`src/rtl/dcache_pkg.sv`:
```
// rtl/dcache_pkg.sv - shared FSM state type and helpers for the MEM-stage data cache
package dcache_pkg;

    typedef enum logic [1:0] {
        IDLE = 2'd0,
        WB   = 2'd1,
        FILL = 2'd2
    } state_t;

    function automatic int tag_width(input int line_words, input int sets);
        return 30 - $clog2(line_words) - $clog2(sets);
    endfunction

    function automatic logic [31:0] merge_bytes(
        input logic [31:0] old_word,
        input logic [31:0] new_word,
        input logic [3:0]  mask
    );
        logic [31:0] bmask;
        bmask = {{8{mask[3]}}, {8{mask[2]}}, {8{mask[1]}}, {8{mask[0]}}};
        return (old_word & ~bmask) | (new_word & bmask);
    endfunction

endpackage

```
`src/rtl/dcache_mem_fsm.sv`:
```
// rtl/dcache_mem_fsm.sv - miss handler: word-serial victim writeback then line refill over req/ack
module dcache_mem_fsm
    import dcache_pkg::*;
#(
    parameter int LINE_WORDS = 4,
    parameter int OFF_W      = 2,
    parameter int IDX_W      = 4,
    parameter int TAG_W      = 24
) (
    input  logic                        clk,
    input  logic                        rst,
    input  logic                        miss,
    input  logic                        victim_dirty,
    input  logic [TAG_W-1:0]            req_tag,
    input  logic [TAG_W-1:0]            victim_tag,
    input  logic [IDX_W-1:0]            idx,
    input  logic [LINE_WORDS-1:0][31:0] victim_line,
    input  logic                        mem_ack,
    output state_t                      state,
    output logic [OFF_W-1:0]            cnt,
    output logic                        mem_req,
    output logic                        mem_we,
    output logic [31:0]                 mem_addr,
    output logic [31:0]                 mem_wdata
);

    logic [OFF_W-1:0] cnt_nxt;
    logic             last;

    assign cnt_nxt = cnt + 1'b1;
    assign last    = (cnt == OFF_W'(LINE_WORDS - 1));

    // mem_* are loaded with the values for the word about to be transferred,
    // so they stay stable for as long as the responder withholds mem_ack.
    always_ff @(posedge clk) begin
        if (rst) begin
            state     <= IDLE;
            cnt       <= '0;
            mem_req   <= 1'b0;
            mem_we    <= 1'b0;
            mem_addr  <= '0;
            mem_wdata <= '0;
        end else begin
            case (state)
                IDLE: begin
                    if (miss) begin
                        cnt     <= '0;
                        mem_req <= 1'b1;
                        if (victim_dirty) begin
                            state     <= WB;
                            mem_we    <= 1'b1;
                            mem_addr  <= {victim_tag, idx, {OFF_W{1'b0}}, 2'b00};
                            mem_wdata <= victim_line[0];
                        end else begin
                            state    <= FILL;
                            mem_we   <= 1'b0;
                            mem_addr <= {req_tag, idx, {OFF_W{1'b0}}, 2'b00};
                        end
                    end
                end
                WB: begin
                    if (mem_ack) begin
                        if (last) begin
                            cnt      <= '0;
                            state    <= FILL;
                            mem_we   <= 1'b0;
                            mem_addr <= {req_tag, idx, {OFF_W{1'b0}}, 2'b00};
                        end else begin
                            cnt       <= cnt_nxt;
                            mem_addr  <= {victim_tag, idx, cnt_nxt, 2'b00};
                            mem_wdata <= victim_line[cnt_nxt];
                        end
                    end
                end
                FILL: begin
                    if (mem_ack) begin
                        if (last) begin
                            cnt     <= '0;
                            state   <= IDLE;
                            mem_req <= 1'b0;
                        end else begin
                            cnt      <= cnt_nxt;
                            mem_addr <= {req_tag, idx, cnt_nxt, 2'b00};
                        end
                    end
                end
                default: state <= IDLE;
            endcase
        end
    end

endmodule

```
`src/rtl/mem_stage_dcache.sv`:
```
// rtl/mem_stage_dcache.sv - direct-mapped write-back D-cache for the MEM stage; DCACHE_STATS_EN adds hit/miss counters
module mem_stage_dcache #(
    parameter int LINE_WORDS = 4,
    parameter int SETS       = 16
) (
    input  logic        clk,
    input  logic        rst,
    input  logic [31:0] req_addr,
    input  logic [31:0] req_wdata,
    input  logic [3:0]  req_we,
    input  logic        req_rd,
    output logic [31:0] rd_data,
    output logic        stall,
    output logic        mem_req,
    output logic        mem_we,
    output logic [31:0] mem_addr,
    output logic [31:0] mem_wdata,
    input  logic [31:0] mem_rdata,
    input  logic        mem_ack
`ifdef DCACHE_STATS_EN
    ,
    output logic [31:0] hit_cnt,
    output logic [31:0] miss_cnt
`endif
);
    import dcache_pkg::*;

    localparam int OFF_W = $clog2(LINE_WORDS);
    localparam int IDX_W = $clog2(SETS);
    localparam int TAG_W = tag_width(LINE_WORDS, SETS);

    logic [SETS-1:0]             valid;
    logic [SETS-1:0]             dirty;
    logic [TAG_W-1:0]            tag_arr  [SETS];
    logic [LINE_WORDS-1:0][31:0] data_arr [SETS];

    logic [OFF_W-1:0] off;
    logic [IDX_W-1:0] idx;
    logic [TAG_W-1:0] tag;
    logic             store;
    logic             active;
    logic             hit;
    logic             store_commit;
    logic             fill_wr;
    logic             fill_last;
    state_t           state;
    logic [OFF_W-1:0] cnt;
    logic             unused_addr_bits;

    assign off              = req_addr[OFF_W+1:2];
    assign idx              = req_addr[OFF_W+IDX_W+1:OFF_W+2];
    assign tag              = req_addr[31:OFF_W+IDX_W+2];
    assign unused_addr_bits = ^req_addr[1:0];

    assign store        = |req_we;
    assign active       = req_rd | store;
    assign hit          = active & valid[idx] & (tag_arr[idx] == tag);
    assign stall        = (active & ~hit) | (state != IDLE);
    assign rd_data      = hit ? data_arr[idx][off] : 32'd0;
    assign store_commit = store & hit & ~stall;
    assign fill_wr      = (state == FILL) & mem_ack;
    assign fill_last    = fill_wr & (cnt == OFF_W'(LINE_WORDS - 1));

    dcache_mem_fsm #(
        .LINE_WORDS (LINE_WORDS),
        .OFF_W      (OFF_W),
        .IDX_W      (IDX_W),
        .TAG_W      (TAG_W)
    ) u_fsm (
        .clk          (clk),
        .rst          (rst),
        .miss         (active & ~hit),
        .victim_dirty (valid[idx] & dirty[idx]),
        .req_tag      (tag),
        .victim_tag   (tag_arr[idx]),
        .idx          (idx),
        .victim_line  (data_arr[idx]),
        .mem_ack      (mem_ack),
        .state        (state),
        .cnt          (cnt),
        .mem_req      (mem_req),
        .mem_we       (mem_we),
        .mem_addr     (mem_addr),
        .mem_wdata    (mem_wdata)
    );

    always_ff @(posedge clk) begin
        if (rst) begin
            valid <= '0;
            dirty <= '0;
        end else if (fill_last) begin
            valid[idx] <= 1'b1;
            dirty[idx] <= 1'b0;
        end else if (store_commit) begin
            dirty[idx] <= 1'b1;
        end
    end

    // Tag and data storage is deliberately not reset; valid bits guard it.
    always_ff @(posedge clk) begin
        if (!rst) begin
            if (fill_wr) begin
                data_arr[idx][cnt] <= mem_rdata;
                if (fill_last) begin
                    tag_arr[idx] <= tag;
                end
            end else if (store_commit) begin
                data_arr[idx][off] <= merge_bytes(data_arr[idx][off], req_wdata, req_we);
            end
        end
    end

`ifdef DCACHE_STATS_EN
    always_ff @(posedge clk) begin
        if (rst) begin
            hit_cnt  <= '0;
            miss_cnt <= '0;
        end else if (state == IDLE) begin
            if (hit) begin
                hit_cnt <= hit_cnt + 32'd1;
            end else if (active) begin
                miss_cnt <= miss_cnt + 32'd1;
            end
        end
    end
`endif

endmodule

```
`config.mk`:
```
export PLATFORM = sky130hd
export DESIGN_NAME = mem_stage_dcache
export DESIGN_NICKNAME = d
export VERILOG_FILES = /design/src/rtl/dcache_pkg.sv /design/src/rtl/dcache_mem_fsm.sv /design/src/rtl/mem_stage_dcache.sv
export SDC_FILE = /design/constraint.sdc
export NUM_CORES = 2
export LEC_CHECK = 0
export ABC_AREA = 0
export CAP_MARGIN = 20
export CORE_ASPECT_RATIO = 1.2
export CORE_UTILIZATION = 40
export CTS_CLUSTER_DIAMETER = 120
export DETAILED_ROUTE_END_ITERATION = 10
export PLACE_DENSITY = 0.56
export SETUP_SLACK_MARGIN = 0.15
export SLEW_MARGIN = 10
export SYNTH_ARGS = -nofsm -noshare
export SYNTH_HDL_FRONTEND = slang
export SYNTH_HIERARCHICAL = 1
export SYNTH_SLANG_ARGS = --single-unit
export TNS_END_PERCENT = 10
```
`constraint.sdc`:
```
create_clock -name clk -period 7.55 [get_ports clk]
set_input_delay 1.51 -clock clk [delete_from_list [all_inputs] [get_ports clk]]
set_output_delay 1.51 -clock clk [all_outputs]
set_load 0.05 [all_outputs]
```
==> impl_summary.md <==
Power and ir drop
The power density relative to cell area is 265.3 nW/um2. The largest voltage drop on the vdd net is 0.0002737 V. The static leakage power is 38.28 nW. The overall power after layout is 31.74 mW.

Yosys
Synthesis inferred 2532 register bits. Counting distinct cell types in the post-synthesis netlist gives 71. Summing every instance area after synthesis gives 101400 um2. The number of cells produced by synthesis is 4746. Of the synthesized area, sequential elements account for 0.7402. During synthesis, Yosys emitted a total of 6 warnings.

After synthesis, the mean cell area works out to 21.36 um2. The number of enable-type register cells in the synthesized netlist is 2432. Of all flip-flops after synthesis, the portion carrying an async set or reset was 0. The most used flip-flop cell after synthesis is sky130_fd_sc_hd__edfxtp_1.

CTS
The post-CTS clock slew at the launch and capture registers of the worst setup and hold paths is 0.06 ns. For the worst-skew pair, the clock arrives at the later sink with an insertion delay of 0.87 ns. TritonCTS built the clock tree. After clock tree synthesis, the flow added hold-fix buffers numbering 0. The worst-case clock buffer depth is 4. The total number of H-tree levels is 5. The tree is rooted in a sky130_fd_sc_hd__clkbuf_16. The count of clock tree sinks is 2532.

The TritonCTS buffer count is 266.

STA
The part of the cycle the worst path needs is 0.9297. Summed over all failing endpoints, the final setup total negative slack is 0 ns. The final count of pins violating max slew is 0. For this run, the top clock speed supported by timing is 142.5 MHz.

The hold violation total from the final report came to 0. The post-layout worst setup margin is 0.5310 ns. The setup clock skew after layout is 0.08874 ns. For the pin with the worst max-slew slack, the measured transition is 1.169 ns. Setup violations remaining at the end of the flow were counted as 0.

Setup repair after global routing left no endpoint under its margin. Hold timing on the final database bottoms out at a slack of 0.4543 ns. The clock period minus final worst setup slack is 7.019 ns. Measured against its own limit, the worst slew margin works out to 0.2207.

Placed design
The placement-stage cell area is 111200 um2. Before CTS, the worst setup slack after placement is 0.2598 ns. The quantity of I/O buffers inserted on ports is 198. The count of placed standard cells including taps is 8348. After legalization and detailed placement, the total HPWL measured 183000 um. The placer's final routability congestion estimate is 0.8217.

Worst hold path
The kind of path behind the tightest hold check is flop to flop.

GRT
The via count of the first global-routing pass is 53330. The initial antenna violation count is 7. For this run the aggregate overflow at the end of global routing stands at 0. The overall routing resource usage is 0.2371. Entering global routing, the biggest net connects 108 pins. The first-pass GRT wire length is 421000 um.

Drt
The average wire length per cell after detail routing is 34.36 um. In the routed layout, each cell is associated on average with a via count of 5.970. The detailed router placed 52830 vias in this run. The number of violations reported at the end of detailed-routing iteration 0 is 5842. The final routed DRC violation total is 0.

Summed over all layers, the routed wires come to 304100 um. The remaining antenna violation count after routing is 0. The pre-antenna-repair detailed-routing pass consisted of 6 iterations.

Die
203 I/O pins were placed. The width of the chip is 461.6 um. The floorplan has 202 rows. Measured along the y axis, the die boundary spans 553.5 um. The die covers 255500 um2.

The starting density of the core is 0.4019. The core footprint is 252200 um2.

Finish
The layout overhead on the synthesized area is 18.01%. At the end of the flow, the number of nets in the layout was 5402. Counting the fill cells in the layout gives 20950. The multi-input combinational cells in the finished layout cover a total of 25710 um2. The final core area utilization is 0.4743.

The finished layout cell area is 119600 um2. In the final layout, the share of cells above drive strength 1 is 0.3009. Across the whole layout, storage elements account for 75030 um2. The finished layout holds 8849 standard cells, fillers aside.

Worst setup path
The count of buffering cells on the critical path with inverters included is 5. The worst setup path is launched from a primary input. The worst setup path is of the primary input to output pin kind. The worst endpoint required time is 6.04 ns. For flop-to-flop paths, the worst setup slack is 2.68 ns. The kind of end point of the critical path is an output pin. The library cell contributing the largest single delay on the critical path is sky130_fd_sc_hd__or4_4. Data arrives at the worst endpoint at 5.51 ns. The signal on the critical path passes through buf_8 -> buf_12 -> buf_4 -> mux4_2 -> mux2i_1 -> buf_4 -> xnor2_1 -> nor3_1 -> a41oi_1 -> or4b_1 -> or4_4 -> a211o_1 -> buf_12. For this run, the slowest stage of the critical path takes 0.63 ns.

The maximum fanout along the worst path is 37. In this design, the largest share of critical-path delay is due to simple AND/OR/NAND/NOR gates.

Job
Max-cap violations in this run came to 0.

Run status
The flow ran to the end, and the final reports show no timing, DRC or antenna violations.
==> report_power, final <==
| group | switching, mW | total [mW] | internal [mW] |
|---|---|---|---|
| Clock | 5.39 | 12.5 | 7.14 |
| Combinational | 2.31 | 3.57 | 1.26 |
| Sequential | 0.107 | 15.6 | 15.5 |
==> layer usage <==
metal,track usage,vias to the layer above,share of wire
li1,-,21150,-
met3,0.03998,478,0.073
met2,0.3942,2172,0.50
met1,0.3118,29030,0.39
met4,0.08857,0,0.040
met5,0,-,0
==> state kept, by name, summed over array words and instances (netlist names), named ones only <==
name / flops
data_arr: 2048
u_fsm/state: 2
u_fsm/cnt: 2
u_fsm/mem_req: 1
valid: 16
u_fsm/mem_we: 1
u_fsm/mem_addr: 30
u_fsm/mem_wdata: 32
tag_arr: 384
==> what timing repair did <==
item	in CTS	in global routing
gates resized for setup	0	1
endpoints found under the setup margin	0	24
buffers inserted	0	0
==> area by class of cell <==
type	instances	area share
diodes	3	0.00006275
multi-input cells	1862	0.2149
inverters	52	0.001694
clock inverters	121	0.008398
well taps	3366	0.03520
repair buffers	575	0.05316
flip-flops and latches	2532	0.6272
clock buffers	338	0.05940
==> Yosys cell counts (11+ instances only) <==
| cell | n | area (um2) |
|---|---|---|
| sky130_fd_sc_hd__a211o_1 | 56 | 490.5 |
| sky130_fd_sc_hd__a211oi_1 | 25 | 187.7 |
| sky130_fd_sc_hd__a21oi_1 | 137 | 685.7 |
| sky130_fd_sc_hd__a22oi_1 | 53 | 397.9 |
| sky130_fd_sc_hd__buf_1 | 45 | 168.9 |
| sky130_fd_sc_hd__buf_2 | 102 | 510.5 |
| sky130_fd_sc_hd__buf_4 | 14 | 105.1 |
| sky130_fd_sc_hd__clkbuf_1 | 130 | 488.0 |
| sky130_fd_sc_hd__dfxtp_1 | 100 | 2002 |
| sky130_fd_sc_hd__edfxtp_1 | 2432 | 73030 |
| sky130_fd_sc_hd__inv_1 | 50 | 187.7 |
| sky130_fd_sc_hd__mux2_2 | 49 | 551.8 |
| sky130_fd_sc_hd__mux2i_1 | 254 | 2542 |
| sky130_fd_sc_hd__mux4_2 | 742 | 16710 |
| sky130_fd_sc_hd__nand2_1 | 126 | 473.0 |
| sky130_fd_sc_hd__nand2b_1 | 16 | 100.1 |
| sky130_fd_sc_hd__nor2_1 | 62 | 232.7 |
| sky130_fd_sc_hd__nor2b_1 | 73 | 456.7 |
| sky130_fd_sc_hd__nor3_1 | 11 | 55.05 |
| sky130_fd_sc_hd__o21ai_0 | 22 | 110.1 |
| sky130_fd_sc_hd__o22ai_1 | 77 | 481.7 |
| sky130_fd_sc_hd__xnor2_1 | 16 | 140.1 |
==> worst paths after layout <==
kind / from / to / cells after the start
worst min register to register: u_fsm/mem_addr[6]$_SDFFE_PP0P_ / u_fsm/mem_addr[6]$_SDFFE_PP0P_ / 2
worst max register to register: tag_arr[11][3]$_DFFE_PP_ / u_fsm/mem_wdata[20]$_SDFFE_PP0P_ / 13
worst min-delay path: u_fsm/mem_addr[6]$_SDFFE_PP0P_ / u_fsm/mem_addr[6]$_SDFFE_PP0P_ / 2
worst max-delay path: req_addr[5] / stall / 13
==> kinds of logic after synthesis <==
family / Yosys count / synth area share
DFF: 2532 / 0.7402
muxes: 1047 / 0.1956
AOI/OAI and AO/OA: 433 / 0.02840
buffers and inverters: 353 / 0.01547
and+or+nand+nor: 348 / 0.01725
xor gates and xnor gates: 23 / 0.001987
adders and majority gates: 9 / 0.001111
other: 1 / 0.00003699
==> cell usage in the layout (no fill, tap or decap), drive strengths merged, types with 6 or more instances in the layout <==
| cell type | synthesis | layout |
|---|---|---|
| and3 | 6 | 6 |
| edfxtp | 2432 | 2432 |
| mux4 | 742 | 742 |
| a211oi | 25 | 25 |
| nand3 | 10 | 10 |
| a22oi | 53 | 53 |
| o32ai | 10 | 10 |
| nand2b | 16 | 16 |
| nor2 | 62 | 62 |
| clkdlybuf4s50 | 0 | 158 |
| nor3 | 11 | 11 |
| a211o | 56 | 56 |
| ha | 9 | 9 |
| a21oi | 137 | 137 |
| nor2b | 73 | 73 |
| dfxtp | 100 | 100 |
| bufinv | 0 | 14 |
| a31oi | 7 | 7 |
| o22ai | 77 | 77 |
| nand4 | 7 | 7 |
| o21ai | 22 | 22 |
| mux2 | 51 | 51 |
| xor2 | 7 | 7 |
| nand2 | 126 | 126 |
| xnor2 | 16 | 16 |
| o31ai | 10 | 10 |
| mux2i | 254 | 254 |
| buf | 169 | 399 |
| or3 | 9 | 9 |
| inv | 51 | 63 |
| clkbuf | 132 | 356 |
| clkinv | 1 | 94 |
==> worst register-to-register path: stages, from the launching register on <==
cell and delay [ns]:
sky130_fd_sc_hd__edfxtp_1 0.35, sky130_fd_sc_hd__mux4_2 0.47, sky130_fd_sc_hd__a22oi_1 0.27, sky130_fd_sc_hd__nand2_1 0.25
sky130_fd_sc_hd__xnor2_1 0.19, sky130_fd_sc_hd__or3_1 0.35, sky130_fd_sc_hd__or4_1 0.56, sky130_fd_sc_hd__or4_4 0.67
sky130_fd_sc_hd__and2_1 0.25, sky130_fd_sc_hd__nand2b_1 0.18, sky130_fd_sc_hd__nand4_4 0.43, sky130_fd_sc_hd__buf_12 0.33
sky130_fd_sc_hd__a211o_1 0.34, sky130_fd_sc_hd__a21oi_1 0.08
Power figures use the tool's default switching activity.
